===== src/rtl/decode_stream_unit.sv =====
// 6502 decode stage: byte stream in, one decoded instruction packet per opcode out through a small FIFO.
// Handles redirect flush, PC tagging and a selectable policy for illegal opcodes.
module decode_stream_unit #(
  parameter int unsigned OUT_DEPTH    = 4,
  parameter int unsigned PC_W         = 16,
  parameter int unsigned ILLEGAL_MODE = 0
) (
  input  logic            clk,
  input  logic            rst,
  input  logic            in_valid,
  input  logic [7:0]      in_byte,
  output logic            in_ready,
  input  logic            flush,
  input  logic [PC_W-1:0] flush_pc,
  output logic            out_valid,
  input  logic            out_ready,
  output logic [7:0]      out_opcode,
  output logic [15:0]     out_operand,
  output logic [1:0]      out_size,
  output logic [3:0]      out_mode,
  output logic [PC_W-1:0] out_pc,
  output logic            out_illegal,
  output logic            halted
);
  localparam int unsigned PTR_W = (OUT_DEPTH > 1) ? $clog2(OUT_DEPTH) : 1;
  localparam int unsigned CNT_W = PTR_W + 1;

  localparam logic [3:0] M_NONE = 4'd0, M_ACC = 4'd1, M_IMM = 4'd2, M_ABS = 4'd3, M_ZP = 4'd4,
                         M_ZPX = 4'd5, M_ABSX = 4'd6, M_IMPL = 4'd7, M_REL = 4'd8, M_INDX = 4'd9,
                         M_INDY = 4'd10, M_IND = 4'd11, M_ZPY = 4'd12, M_ABSY = 4'd13;

  typedef struct packed {
    logic [7:0]      opcode;
    logic [15:0]     operand;
    logic [1:0]      size;
    logic [3:0]      mode;
    logic [PC_W-1:0] pc;
    logic            illegal;
  } pkt_t;

  typedef enum logic [1:0] {OPC, OP1, OP2} state_t;

  state_t           state;
  logic [PC_W-1:0]  pc;
  logic [PC_W-1:0]  pkt_pc;
  logic [7:0]       opc_q;
  logic [7:0]       lo_q;
  logic [1:0]       size_q;
  logic [3:0]       mode_q;
  pkt_t             mem [OUT_DEPTH];
  logic [PTR_W-1:0] wr_ptr;
  logic [PTR_W-1:0] rd_ptr;
  logic [CNT_W-1:0] count;

  logic [3:0] dec_mode;
  logic [1:0] dec_size;
  logic       dec_illegal;
  logic       accept;
  logic       pop;
  logic       push;
  logic       halt_set;
  pkt_t       push_pkt;
  pkt_t       head;

  // Opcode ROM: official NMOS 6502 set, everything else is illegal.
  always_comb begin
    dec_mode    = M_NONE;
    dec_illegal = 1'b0;
    case (in_byte)
      8'h00, 8'h08, 8'h18, 8'h28, 8'h38, 8'h40, 8'h48, 8'h58, 8'h60, 8'h68, 8'h78, 8'h88, 8'h8A,
      8'h98, 8'h9A, 8'hA8, 8'hAA, 8'hB8, 8'hBA, 8'hC8, 8'hCA, 8'hD8, 8'hE8, 8'hEA, 8'hF8:
        dec_mode = M_IMPL;
      8'h0A, 8'h2A, 8'h4A, 8'h6A:
        dec_mode = M_ACC;
      8'h09, 8'h29, 8'h49, 8'h69, 8'hA0, 8'hA2, 8'hA9, 8'hC0, 8'hC9, 8'hE0, 8'hE9:
        dec_mode = M_IMM;
      8'h05, 8'h06, 8'h24, 8'h25, 8'h26, 8'h45, 8'h46, 8'h65, 8'h66, 8'h84, 8'h85, 8'h86, 8'hA4,
      8'hA5, 8'hA6, 8'hC4, 8'hC5, 8'hC6, 8'hE4, 8'hE5, 8'hE6:
        dec_mode = M_ZP;
      8'h15, 8'h16, 8'h35, 8'h36, 8'h55, 8'h56, 8'h75, 8'h76, 8'h94, 8'h95, 8'hB4, 8'hB5, 8'hD5,
      8'hD6, 8'hF5, 8'hF6:
        dec_mode = M_ZPX;
      8'h96, 8'hB6:
        dec_mode = M_ZPY;
      8'h0D, 8'h0E, 8'h20, 8'h2C, 8'h2D, 8'h2E, 8'h4C, 8'h4D, 8'h4E, 8'h6D, 8'h6E, 8'h8C, 8'h8D,
      8'h8E, 8'hAC, 8'hAD, 8'hAE, 8'hCC, 8'hCD, 8'hCE, 8'hEC, 8'hED, 8'hEE:
        dec_mode = M_ABS;
      8'h1D, 8'h1E, 8'h3D, 8'h3E, 8'h5D, 8'h5E, 8'h7D, 8'h7E, 8'h9D, 8'hBC, 8'hBD, 8'hDD, 8'hDE,
      8'hFD, 8'hFE:
        dec_mode = M_ABSX;
      8'h19, 8'h39, 8'h59, 8'h79, 8'h99, 8'hB9, 8'hBE, 8'hD9, 8'hF9:
        dec_mode = M_ABSY;
      8'h6C:
        dec_mode = M_IND;
      8'h01, 8'h21, 8'h41, 8'h61, 8'h81, 8'hA1, 8'hC1, 8'hE1:
        dec_mode = M_INDX;
      8'h11, 8'h31, 8'h51, 8'h71, 8'h91, 8'hB1, 8'hD1, 8'hF1:
        dec_mode = M_INDY;
      8'h10, 8'h30, 8'h50, 8'h70, 8'h90, 8'hB0, 8'hD0, 8'hF0:
        dec_mode = M_REL;
      default:
        dec_illegal = 1'b1;
    endcase
  end

  always_comb begin
    case (dec_mode)
      M_ABS, M_ABSX, M_ABSY, M_IND:              dec_size = 2'd3;
      M_IMM, M_ZP, M_ZPX, M_ZPY, M_REL, M_INDX,
      M_INDY:                                    dec_size = 2'd2;
      default:                                   dec_size = 2'd1;
    endcase
  end

  assign in_ready  = !rst && !flush && !halted && (count < CNT_W'(OUT_DEPTH));
  assign accept    = in_valid && in_ready;
  assign out_valid = (count != '0);
  assign pop       = out_valid && out_ready;
  assign halt_set  = accept && (state == OPC) && dec_illegal && (ILLEGAL_MODE != 0);

  // Packet assembly for the byte completing an instruction.
  always_comb begin
    push     = 1'b0;
    push_pkt = '0;
    if (accept) begin
      case (state)
        OPC: begin
          if (dec_illegal) begin
            push     = (ILLEGAL_MODE == 0);
            push_pkt = '{opcode: in_byte, operand: 16'h0000, size: 2'd1, mode: M_NONE,
                         pc: pc, illegal: 1'b1};
          end else if (dec_size == 2'd1) begin
            push     = 1'b1;
            push_pkt = '{opcode: in_byte, operand: 16'h0000, size: 2'd1, mode: dec_mode,
                         pc: pc, illegal: 1'b0};
          end
        end
        OP1: begin
          push     = (size_q == 2'd2);
          push_pkt = '{opcode: opc_q, operand: {8'h00, in_byte}, size: 2'd2, mode: mode_q,
                       pc: pkt_pc, illegal: 1'b0};
        end
        default: begin
          push     = 1'b1;
          push_pkt = '{opcode: opc_q, operand: {in_byte, lo_q}, size: 2'd3, mode: mode_q,
                       pc: pkt_pc, illegal: 1'b0};
        end
      endcase
    end
  end

  always_ff @(posedge clk) begin
    if (rst) begin
      state  <= OPC;
      pc     <= '0;
      pkt_pc <= '0;
      opc_q  <= '0;
      lo_q   <= '0;
      size_q <= '0;
      mode_q <= '0;
      halted <= 1'b0;
      wr_ptr <= '0;
      rd_ptr <= '0;
      count  <= '0;
      for (int i = 0; i < int'(OUT_DEPTH); i++) mem[i] <= '0;
    end else if (flush) begin
      state  <= OPC;
      pc     <= flush_pc;
      pkt_pc <= '0;
      opc_q  <= '0;
      lo_q   <= '0;
      size_q <= '0;
      mode_q <= '0;
      halted <= 1'b0;
      wr_ptr <= '0;
      rd_ptr <= '0;
      count  <= '0;
    end else begin
      if (push) begin
        mem[wr_ptr] <= push_pkt;
        wr_ptr      <= wr_ptr + PTR_W'(1);
      end
      if (pop) rd_ptr <= rd_ptr + PTR_W'(1);
      count <= count + CNT_W'(push) - CNT_W'(pop);
      if (halt_set) halted <= 1'b1;
      if (accept) begin
        pc <= pc + PC_W'(1);
        case (state)
          OPC: begin
            if (!dec_illegal && dec_size != 2'd1) begin
              state  <= OP1;
              opc_q  <= in_byte;
              size_q <= dec_size;
              mode_q <= dec_mode;
              pkt_pc <= pc;
            end
          end
          OP1: begin
            if (size_q == 2'd3) begin
              state <= OP2;
              lo_q  <= in_byte;
            end else begin
              state <= OPC;
            end
          end
          default: state <= OPC;
        endcase
      end
    end
  end

  assign head        = mem[rd_ptr];
  assign out_opcode  = head.opcode;
  assign out_operand = head.operand;
  assign out_size    = head.size;
  assign out_mode    = head.mode;
  assign out_pc      = head.pc;
  assign out_illegal = head.illegal;
endmodule


===== config.mk =====
export PLATFORM = sky130hd
export DESIGN_NAME = decode_stream_unit
export DESIGN_NICKNAME = d
export VERILOG_FILES = /design/src/rtl/decode_stream_unit.sv
export SDC_FILE = /design/constraint.sdc
export NUM_CORES = 1
export LEC_CHECK = 0
export BUFFER_PORTS_ARGS = -buffer_cell sky130_fd_sc_hd__buf_2
export CAP_MARGIN = 10
export CORE_MARGIN = 5
export CORE_UTILIZATION = 45
export CTS_BUF_LIST = sky130_fd_sc_hd__clkbuf_4 sky130_fd_sc_hd__clkbuf_8
export CTS_CLUSTER_DIAMETER = 30
export DETAILED_ROUTE_END_ITERATION = 7
export SLEW_MARGIN = 20
export SYNTH_ARGS = -nofsm -noshare
export SYNTH_HDL_FRONTEND = slang
export SYNTH_SLANG_ARGS = --single-unit

===== constraint.sdc =====
create_clock -name clk -period 4.5 [get_ports clk]
set_input_delay 0.225 -clock clk [delete_from_list [all_inputs] [get_ports clk]]
set_output_delay 0.225 -clock clk [all_outputs]
set_load 0.01 [all_outputs]

==> flow_metrics.env <==
export IMPL_path_class="reg2reg"
export IMPL_post_cts_resized=0
export IMPL_yosys_top_cells_count="188 x edfxtp_1, 152 x nor2_1, 71 x nand2_1"
export IMPL_insertedDiodeCount=0
export IMPL_cts_sinks=253
export IMPL_dr_wl_met3_um=1660
export IMPL_cts_buffers=48
export IMPL_power_density_nw_per_um2=410.2
export IMPL_rsz0062_at_grt="false"
export IMPL_synth_cell_types=70
export IMPL_critPathArrivalTime_ns=3.31
export IMPL_syn2layout_area_growth_pct=15.66
export IMPL_start_kind="flop"
export IMPL_cp_num_cells=7
export IMPL_synth_top_family_by_area="simple AND/OR/NAND/NOR gates"
export IMPL_required_ns=4.76
export IMPL_antenna_left=0
export IMPL_max_stage_delay_ns=0.58
export IMPL_period_share_pct=67.73
export IMPL_first_iter_violations=727
export IMPL_hp_class="in2reg"
export IMPL_synth_main_ff_cell="edfxtp_1"
export IMPL_synthMuxAreaShare_pct=9.826
export IMPL_gp_congestion=0.7803
export IMPL_finalNonFillerCells=1414
export IMPL_synth_compound_area_share_pct=9.119
export IMPL_route_detailed_drc=0
export IMPL_cp_max_fo=46
export IMPL_grt_pass1_vias=7654
export IMPL_die_height_um=171.2
export IMPL_tns_ns=0
export IMPL_synth_top_cell_area_share_pct=48.29
export IMPL_vias=7705
export IMPL_hold_viol_final=0
export IMPL_portBuffers=77
export IMPL_report_final_slew_viol_count=0
export IMPL_placed_area_um2=12230
export IMPL_cp_slowest_cell="o21ai_0"
export IMPL_synth_cells=953
export IMPL_ir_worst_vdd_uv=180.0
export IMPL_clk_pin_slew_ns=0.06
export IMPL_cap_violations=0
export IMPL_max_freq_ghz=0.3281
export IMPL_hold_path_depth=3
export IMPL_grt_max_degree=48
export IMPL_endpoint_kind="flop"
export IMPL_avgViaCountPerCell=5.449
export IMPL_async_flop_share_pct=0
export IMPL_synth_edf_count=188
export IMPL_wire_per_inst_um=19.30
export IMPL_firstDrtPassIters=6
export IMPL_slew_headroom_pct=31.16
export IMPL_reg2regPathDepth=7
export IMPL_nets=1073
export IMPL_cts_htree_levels=2
export IMPL_skew_ns=0.02119
export IMPL_dp_hpwl_um=16570
export IMPL_core_area_um2=25840
export IMPL_crit_family="buffers and inverters"
export IMPL_start_util_pct=45.24
export IMPL_die_w_um=171.2
export IMPL_ys_seq_elements=253
export IMPL_setup_violations=0
export IMPL_synth_area_leaders="edfxtp_1 48%, dfxtp_1 11%, mux4_2 9.1%"
export IMPL_fp_row_count=59
export IMPL_ctsRootBufferMaster="clkbuf_8"
export IMPL_worstMarginPinSlew_ns=1.022
export IMPL_cp_common_cell="buf_4"
export IMPL_worstSkewPairLatency_ns=0.55
export IMPL_syn_nets=986
export IMPL_synth_fa_ha_area_share_pct=0.4923
export IMPL_syn_avg_cell_area_um2=12.27
export IMPL_synthesis_area_um2=11690
export IMPL_highest_layer="met4"
export IMPL_drive_gt1_share_pct=31.60
export IMPL_fillers=2286
export IMPL_antenna_found_initial=0
export IMPL_p_leak_uw=0.004883
export IMPL_synth_seq_area_share_pct=59.42
export IMPL_die_area_um2=29300
export IMPL_grt_pass1_wl_um=43060
export IMPL_cts_tree="yes"
export IMPL_synth_xor_area_share_pct=0.3746
export IMPL_post_cts_buffers=0
export IMPL_synth_simple_gate_area_share_pct=15.55
export IMPL_grt_ovfl_total=0
export IMPL_grt_use_total_pct=18.81
export IMPL_drt_wl_total_um=27290
export IMPL_io_pins=79
export IMPL_min_period_ns=3.048
export IMPL_yosys_cell_count_top_type="edfxtp_1"
export IMPL_met1_length_um=13000
export IMPL_path_cells="o21ai_0, inv_2, a31oi_4, buf_4, or3_4, buf_4, nor2_1"
export IMPL_dp_cells=1309
export IMPL_cts_buffer_depth=3
export IMPL_fin_area_um2=13520
export IMPL_dr_wl_met2_um=12200
export IMPL_outcome="finished clean"
export IMPL_crit_buf_inv=3
export IMPL_yosys_warnings=0
export IMPL_synth_area_leader_cell="edfxtp_1"
state kept, by name, summed over array words and instances, names as in the netlist, named ones only:
name and count:
mode_q 4, state 2, pc 16, opc_q 8, count 3, pkt_pc 16
wr_ptr 2, size_q 2, lo_q 8, rd_ptr 2, mem 188
tightest hold or removal path, stage by stage:
cell     delay [ns]
buf_2          0.10
a22oi_1        0.08
a21oi_1        0.13
per-stage QoR:
stage / util, % / power, uW / hold slack [ns] / worst slack, ns
finish: 52.33 / 5546 / 0.04511 / 1.452
global route: 52.33 / 5755 / 0.04330 / 1.256
CTS: 52.25 / 5597 / 0.009672 / 1.477
detailed placement: 47.35 / 3024 / 0.4521 / 1.035
global placement: 47.35 / 3019 / 0.4447 / 1.136
floorplan: - / 2900 / 0.3686 / 1.205
layout by cell type, fill, tap and decap left out, types with 4 or more instances in the layout:
master,netlist,final
dlygate4sd3_1,0,15
a21oi_1,27,27
clkbuf_8,0,50
and2_1,6,6
dfxtp_1,65,63
nand3_1,18,18
nand2_1,71,71
clkinv_2,0,9
nor2_2,62,63
and3_1,9,9
o21ai_1,8,8
edfxtp_1,188,188
a22oi_1,5,5
buf_12,0,4
mux4_2,47,47
nor2b_1,5,5
inv_2,13,13
nor2_1,152,151
bufinv_16,0,8
a22oi_2,20,20
clkinv_1,0,7
buf_4,8,13
inv_1,31,31
nor3_1,21,21
buf_2,16,77
mux2i_1,9,9
nand2b_1,7,4
a222oi_1,6,6
a31oi_1,7,7
clkbuf_4,0,11
o21ai_0,43,43
what timing repair did:
action,4_1_cts,5_1_grt
hold buffers,15,0
endpoints found under the setup margin,0,0
hold endpoints to repair,15,0
where the power goes:
group / internal (uW) / total (uW) / switching (uW)
Sequential: 2590 / 2630 / 41.6
Combinational: 129 / 352 / 223
Clock: 1600 / 2560 / 967
worst paths after layout:
check,from,end,slack [ns]
worst max register to register,state[1],mem[0][0],1.45
worst min register to register,pkt_pc[7],pkt_pc[7],0.46
worst max-delay path,state[1],mem[0][0],1.45
worst min-delay path,flush_pc[5],pc[5],0.05
cell type report:
type | count | area, um^2 | area share, %
sequential | 253 | 6952 | 51.42
clock buffer | 61 | 770.7 | 5.701
inverter | 44 | 165.2 | 1.222
tap | 335 | 419.2 | 3.100
multi-input combinational | 584 | 4155 | 30.73
clock inverter | 28 | 345.3 | 2.554
timing repair buffer | 109 | 713.2 | 5.275
routing by layer:
metal  vias to the layer above  global-route usage [%]
met4                         0                   4.237
met1                      3775                   28.65
met2                       264                   28.74
met3                        42                   2.965
li1                       3624                       -
met5                         -                       0
logic make-up after synthesis:
| group | count (synthesis) |
|---|---|
| flip-flops | 253 |
| AND/OR/NAND/NOR | 376 |
| AO/OA/AOI/OAI | 142 |
| buffers and inverters | 116 |
| multiplexers | 56 |
| adder cells (fa/ha/maj) | 4 |
| other | 1 |
| XOR/XNOR | 5 |
Note: power is estimated with default switching activity, not from simulation.
